--- src/rtl/jtagg_capture_ctrl.sv ---
// Captures JTAGG user-register shifts into the system clock domain and hands each
// completed frame to a downstream consumer over a valid/ready handshake.
module jtagg_capture_ctrl #(
  parameter int unsigned C_data_len    = 64,
  parameter int unsigned C_cnt_bits    = 8,
  parameter int unsigned C_sync_stages = 2
) (
  input  logic                  clk,
  input  logic                  rstn,
  input  logic                  jtck,
  input  logic                  jtdi,
  input  logic                  jshift,
  input  logic                  jupdate,
  input  logic                  jce1,
  input  logic                  jrstn,
  output logic [C_data_len-1:0] data_out,
  output logic [C_cnt_bits-1:0] bits_out,
  output logic                  overflow,
  output logic                  valid,
  input  logic                  ready,
  output logic [7:0]            dropped,
  output logic                  busy
);

  typedef enum logic [1:0] {
    S_IDLE,
    S_SHIFT,
    S_COMMIT
  } state_t;

  localparam logic [C_cnt_bits-1:0] CNT_MAX = '1;
  localparam logic [C_cnt_bits-1:0] CNT_LEN = C_cnt_bits'(C_data_len);

  // bit order: {jrstn, jce1, jupdate, jshift, jtdi, jtck}
  logic [5:0] sync_q [C_sync_stages];
  logic       tck_prev_q, upd_prev_q;

  state_t state_q, state_d;

  logic [C_data_len-1:0] shreg_q, shreg_d;
  logic [C_cnt_bits-1:0] cnt_q, cnt_d;
  logic                  ovf_q, ovf_d;
  logic [C_data_len-1:0] data_q, data_d;
  logic [C_cnt_bits-1:0] bits_q, bits_d;
  logic                  ovfo_q, ovfo_d;
  logic                  valid_q, valid_d;
  logic [7:0]            drop_q, drop_d;

  logic s_tck, s_tdi, s_shift, s_upd, s_ce1, s_rstn;
  logic tck_rise, upd_rise, tap_rst, qual, commit;

  always_ff @(posedge clk or negedge rstn) begin
    if (!rstn) begin
      for (int unsigned i = 0; i < C_sync_stages; i++) sync_q[i] <= '0;
      tck_prev_q <= 1'b0;
      upd_prev_q <= 1'b0;
    end else begin
      sync_q[0] <= {jrstn, jce1, jupdate, jshift, jtdi, jtck};
      for (int unsigned i = 1; i < C_sync_stages; i++) sync_q[i] <= sync_q[i-1];
      tck_prev_q <= s_tck;
      upd_prev_q <= s_upd;
    end
  end

  always_comb begin
    {s_rstn, s_ce1, s_upd, s_shift, s_tdi, s_tck} = sync_q[C_sync_stages-1];
    tck_rise = s_tck & ~tck_prev_q;
    upd_rise = s_upd & ~upd_prev_q;
    tap_rst  = ~s_rstn;
    qual     = tck_rise & s_shift & s_ce1;
    commit   = (state_q == S_COMMIT) & ~tap_rst;
  end

  // State register
  always_ff @(posedge clk or negedge rstn) begin
    if (!rstn) state_q <= S_IDLE;
    else       state_q <= state_d;
  end

  // Next-state logic; the extra COMMIT cycle sets the update-to-valid latency
  always_comb begin
    state_d = state_q;
    if (tap_rst) begin
      state_d = S_IDLE;
    end else begin
      case (state_q)
        S_IDLE:   if (qual) state_d = S_SHIFT;
        S_SHIFT:  if (upd_rise) state_d = S_COMMIT;
        S_COMMIT: state_d = S_IDLE;
        default:  state_d = S_IDLE;
      endcase
    end
  end

  // Output logic
  always_comb begin
    busy = (state_q == S_SHIFT);
  end

  always_comb begin
    shreg_d = shreg_q;
    cnt_d   = cnt_q;
    ovf_d   = ovf_q;
    data_d  = data_q;
    bits_d  = bits_q;
    ovfo_d  = ovfo_q;
    valid_d = valid_q;
    drop_d  = drop_q;

    if (tap_rst) begin
      cnt_d = '0;
      ovf_d = 1'b0;
    end else begin
      case (state_q)
        S_IDLE: begin
          if (qual) begin
            shreg_d = {s_tdi, shreg_q[C_data_len-1:1]};
            cnt_d   = {{(C_cnt_bits-1){1'b0}}, 1'b1};
            ovf_d   = 1'b0;
          end
        end
        S_SHIFT: begin
          if (qual) begin
            shreg_d = {s_tdi, shreg_q[C_data_len-1:1]};
            if (cnt_q != CNT_MAX) cnt_d = cnt_q + 1'b1;
            if (cnt_q >= CNT_LEN) ovf_d = 1'b1;
          end
        end
        S_COMMIT: cnt_d = '0;
        default: ;
      endcase
    end

    if (commit) begin
      if (!valid_q || ready) begin
        data_d  = shreg_q;
        bits_d  = cnt_q;
        ovfo_d  = ovf_q;
        valid_d = 1'b1;
      end else if (drop_q != 8'hFF) begin
        drop_d = drop_q + 8'd1;
      end
    end else if (valid_q && ready) begin
      valid_d = 1'b0;
    end
  end

  always_ff @(posedge clk or negedge rstn) begin
    if (!rstn) begin
      shreg_q <= '0;
      cnt_q   <= '0;
      ovf_q   <= 1'b0;
      data_q  <= '0;
      bits_q  <= '0;
      ovfo_q  <= 1'b0;
      valid_q <= 1'b0;
      drop_q  <= '0;
    end else begin
      shreg_q <= shreg_d;
      cnt_q   <= cnt_d;
      ovf_q   <= ovf_d;
      data_q  <= data_d;
      bits_q  <= bits_d;
      ovfo_q  <= ovfo_d;
      valid_q <= valid_d;
      drop_q  <= drop_d;
    end
  end

  assign data_out = data_q;
  assign bits_out = bits_q;
  assign overflow = ovfo_q;
  assign valid    = valid_q;
  assign dropped  = drop_q;

endmodule

--- config.mk ---
export PLATFORM = sky130hd
export DESIGN_NAME = jtagg_capture_ctrl
export DESIGN_NICKNAME = d
export VERILOG_FILES = /design/src/rtl/jtagg_capture_ctrl.sv
export SDC_FILE = /design/constraint.sdc
export NUM_CORES = 1
export LEC_CHECK = 0
export CAP_MARGIN = 20
export CORE_MARGIN = 2
export CORE_UTILIZATION = 35
export DETAILED_ROUTE_END_ITERATION = 6
export HOLD_SLACK_MARGIN = 0.08
export SLEW_MARGIN = 20
export SYNTH_ARGS = -nofsm -noshare
export SYNTH_HDL_FRONTEND = slang
export SYNTH_SLANG_ARGS = --single-unit
export TNS_END_PERCENT = 20
--- constraint.sdc ---
create_clock -name clk -period 2.17 [get_ports clk]
set_input_delay 0.434 -clock clk [delete_from_list [all_inputs] [get_ports clk]]
set_output_delay 0.434 -clock clk [all_outputs]
set_load 0.01 [all_outputs]
==> flow_summary.toml <==
[floorplanning]
core_area_mm2 = 0.0186
io_pins = 92
die-height_um = 141
die_w_um = 141
start_util = 0.355
dieArea_mm2 = 0.0200
rows = 50

[pwr]
clockPowerShare = 0.485
combinationalPowerShare = 0.025
intPower_uw = 5250
p_leak_uw = 0.00406
seqPwrFrac = 0.490
p_switching_uw = 1380
power.density_mw_per_mm2 = 779
vdd_drop_max_uv = 529
switching_share = 0.208

[timing]
fin_tns_setup_ns = 0
fmax_mhz = 499
fin_crit_ns = 2.00
skew_ns = 0.00947
timing.final.crit_share = 0.923
grt_setup_unrepaired = "false"
setup_viol = 0
max-slew-margin-rel = 0.667
hold_viol = 0
slew_violations = 0
tightest_slew_ns = 0.500

[drt]
finalWirelength_um = 12100
vias_per_cell = 4.84
vias = 3740
dr.first_iter.drc_count = 160
postRouteAntennaNets = 0
first_pass_iters = 4
drc = 0
wire_per_inst_um = 15.7

[clocking]
clk_pin_slew_ns = 0.07
cts_setup_buffers = 0
cts_inserted_buffers = 17
cts-root-buf = "clkbuf_16"
clk_latency_ns = 0.42
cts_buffer_depth = 2
cts.sinks = 171
cts_tree = "done"
h-tree-depth = 4

[logic_synthesis]
syn_area_per_cell_um2 = 15.6
ys_seq_area_frac = 0.649
synthesis.area_mm2 = 0.00660
postSynthCellCount = 422
synth_ff_type = "dfrtp_1"
yosys_register_bits = 171
async_flop_share = 1.00
syn_nets = 437
synth.distinct_cells = 37
synth_edf_count = 0
yosys_warnings = 0

[setup_path]
critPathBufInv = 1
end_kind = "flip-flop"
arrival_ns = 2.32
crit_fanout = 7
crit_chain = "inv_1 -> ha_1 -> or3b_1 -> o211a_1 -> or2_4 -> o41ai_2"
crit_path_start_kind = "flip-flop"
cp_slowest_cell = "dfrtp_1"
cp.required_ns = 2.49
critPathMaxStageDelay_ns = 0.40
cpLargestDelayFamily = "simple AND/OR/NAND/NOR gates"
path_class = "flip-flop to flip-flop"

[final_layout]
multi_input_area_mm2 = 0.00220
diodes = 0
finalNetCount = 542
fillers = 1621
final_layout_size_suffix_gt1_frac = 0.358
syn2layout_area_growth_pct = 28.9
stdcell_count = 773
seqCellArea_mm2 = 0.00428

[placement]
numPlacedInstances = 741
routabilityCongestion = 0.738
io_buffer_count = 91
hpwl_um = 7940

[grt]
grt_use_total = 0.132
grt_pass1_vias = 4006
grt_overflow_total = 0
grt_use_met1 = 0.173
grt_pass1_wl_um = 20800
grt_max_degree = 55
grt_util_met3 = 0.0506
top_usage_layer = "met2"
antenna_found_initial = 0
gr-usage-met2 = 0.206

[run]
maxCapViolations = 0

[outcome]
outcome = "finished, final reports clean"

[worst_hold_path]
hold_class = "flip-flop to flip-flop"
## synthesized netlist by cell type (all sizes together) (2+ instances only)
cell type	n	area (um2)
xor2	2	17.5
o21ai	6	30.0
nand4	4	25.0
nor2	4	15.0
and4	2	17.5
mux2	138	1550
xnor2	5	43.8
nand4b	2	17.5
nor2b	2	12.5
o31ai	6	45.0
a21oi	8	43.8
nand3	6	30.0
nand2	11	41.3
o41ai	4	65.1
and3	4	25.0
ha	6	75.1
inv	8	30.0
clkbuf	2	7.51
buf	17	103
dfrtp	171	4280
## layout by cell type (no fill, tap or decap), drive strengths merged, types with 5 or more instances in the layout
cell type	netlist	layout
dfrtp	171	171
mux2	138	138
clkdlybuf4s50	0	89
clkbuf	2	18
buf	17	14
nand2	11	11
inv	8	11
a21oi	8	8
nand3	6	6
o31ai	6	6
o21ai	6	6
ha	6	6
xnor2	5	5
## cell families (layout without fill, tap and decap cells)
logic type / after synthesis / after routing / synth area share
XOR/XNOR: 7 / 7 / 0.00929
buffers and inverters: 27 / 144 / 0.0212
flip-flops: 171 / 171 / 0.649
adder cells (fa/ha/maj): 6 / 6 / 0.0114
AND/OR/NAND/NOR: 41 / 41 / 0.0355
AO/OA/AOI/OAI: 31 / 31 / 0.0370
multiplexers: 139 / 139 / 0.237
## routing by layer
layer / share of wire / vias up
li1: - / 1723
met1: 0.46 / 1925
met2: 0.47 / 80
met3: 0.061 / 12
met4: 0.012 / 0
met5: 0 / -
## power groups by stage
stage	sequential, uW	clock, uW	combinational, uW
6_report	3250	3210	168
3_3_place_gp	3310	0	168
2_1_floorplan	3300	0	62.2
5_1_grt	3250	3470	191
3_5_place_dp	3310	0	172
4_1_cts	3250	3320	174
## path summary, 6_finish.rpt
kind,from,to,slack (ns),cells past startpoint
setup / recovery,state_q[0],cnt_q[4],0.17,6
hold reg to reg,sync_q[6],s_tck,0.35,0
setup reg to reg,state_q[0],cnt_q[4],0.17,6
hold / removal,sync_q[6],s_tck,0.35,0
min in group asynchronous,rstn,data_out[60],0.53,2
max in group asynchronous,rstn,data_out[51],0.94,3
## repair_timing
item / in CTS / in global routing
hold buffers: 1 / 0
setup endpoints to repair: 4 / 65
resized for setup: 4 / 2
hold endpoints to repair: 45 / 0
## worst reg2reg max path: stages, from the launching register on
cell     delay, ns
dfrtp_1       0.40
inv_1         0.09
ha_1          0.27
or3b_1        0.37
o211a_1       0.15
or2_4         0.30
o41ai_2       0.32
## stage by stage
stage	hold slack (ns)	setup slack [ns]	total power (uW)	util	instance area, um2
2_1_floorplan	0.138	0.0260	3360	-	6600
3_3_place_gp	0.333	0.0645	3470	0.423	7850
3_5_place_dp	0.335	0.0392	3480	0.423	7850
4_1_cts	0.349	0.0479	6740	0.457	8500
5_1_grt	0.354	0.0190	6910	0.458	8510
6_report	0.347	0.166	6630	0.458	8510
## registers in the layout (all words and copies together) (netlist names), 2 cells and up
signal	count
state_q	2
bits_out	8
dropped	8
shreg_q	64
sync_q	6
data_out	64
cnt_q	8
## layout make-up
class | instances | area share
multi-input combinational | 224 | 0.259
sequential | 171 | 0.503
tap | 234 | 0.0344
timing repair buffer | 105 | 0.126
clock inverter | 13 | 0.0224
inverter | 8 | 0.00353
clock buffer | 18 | 0.0516
Note: power is estimated with default switching activity, not from simulation.
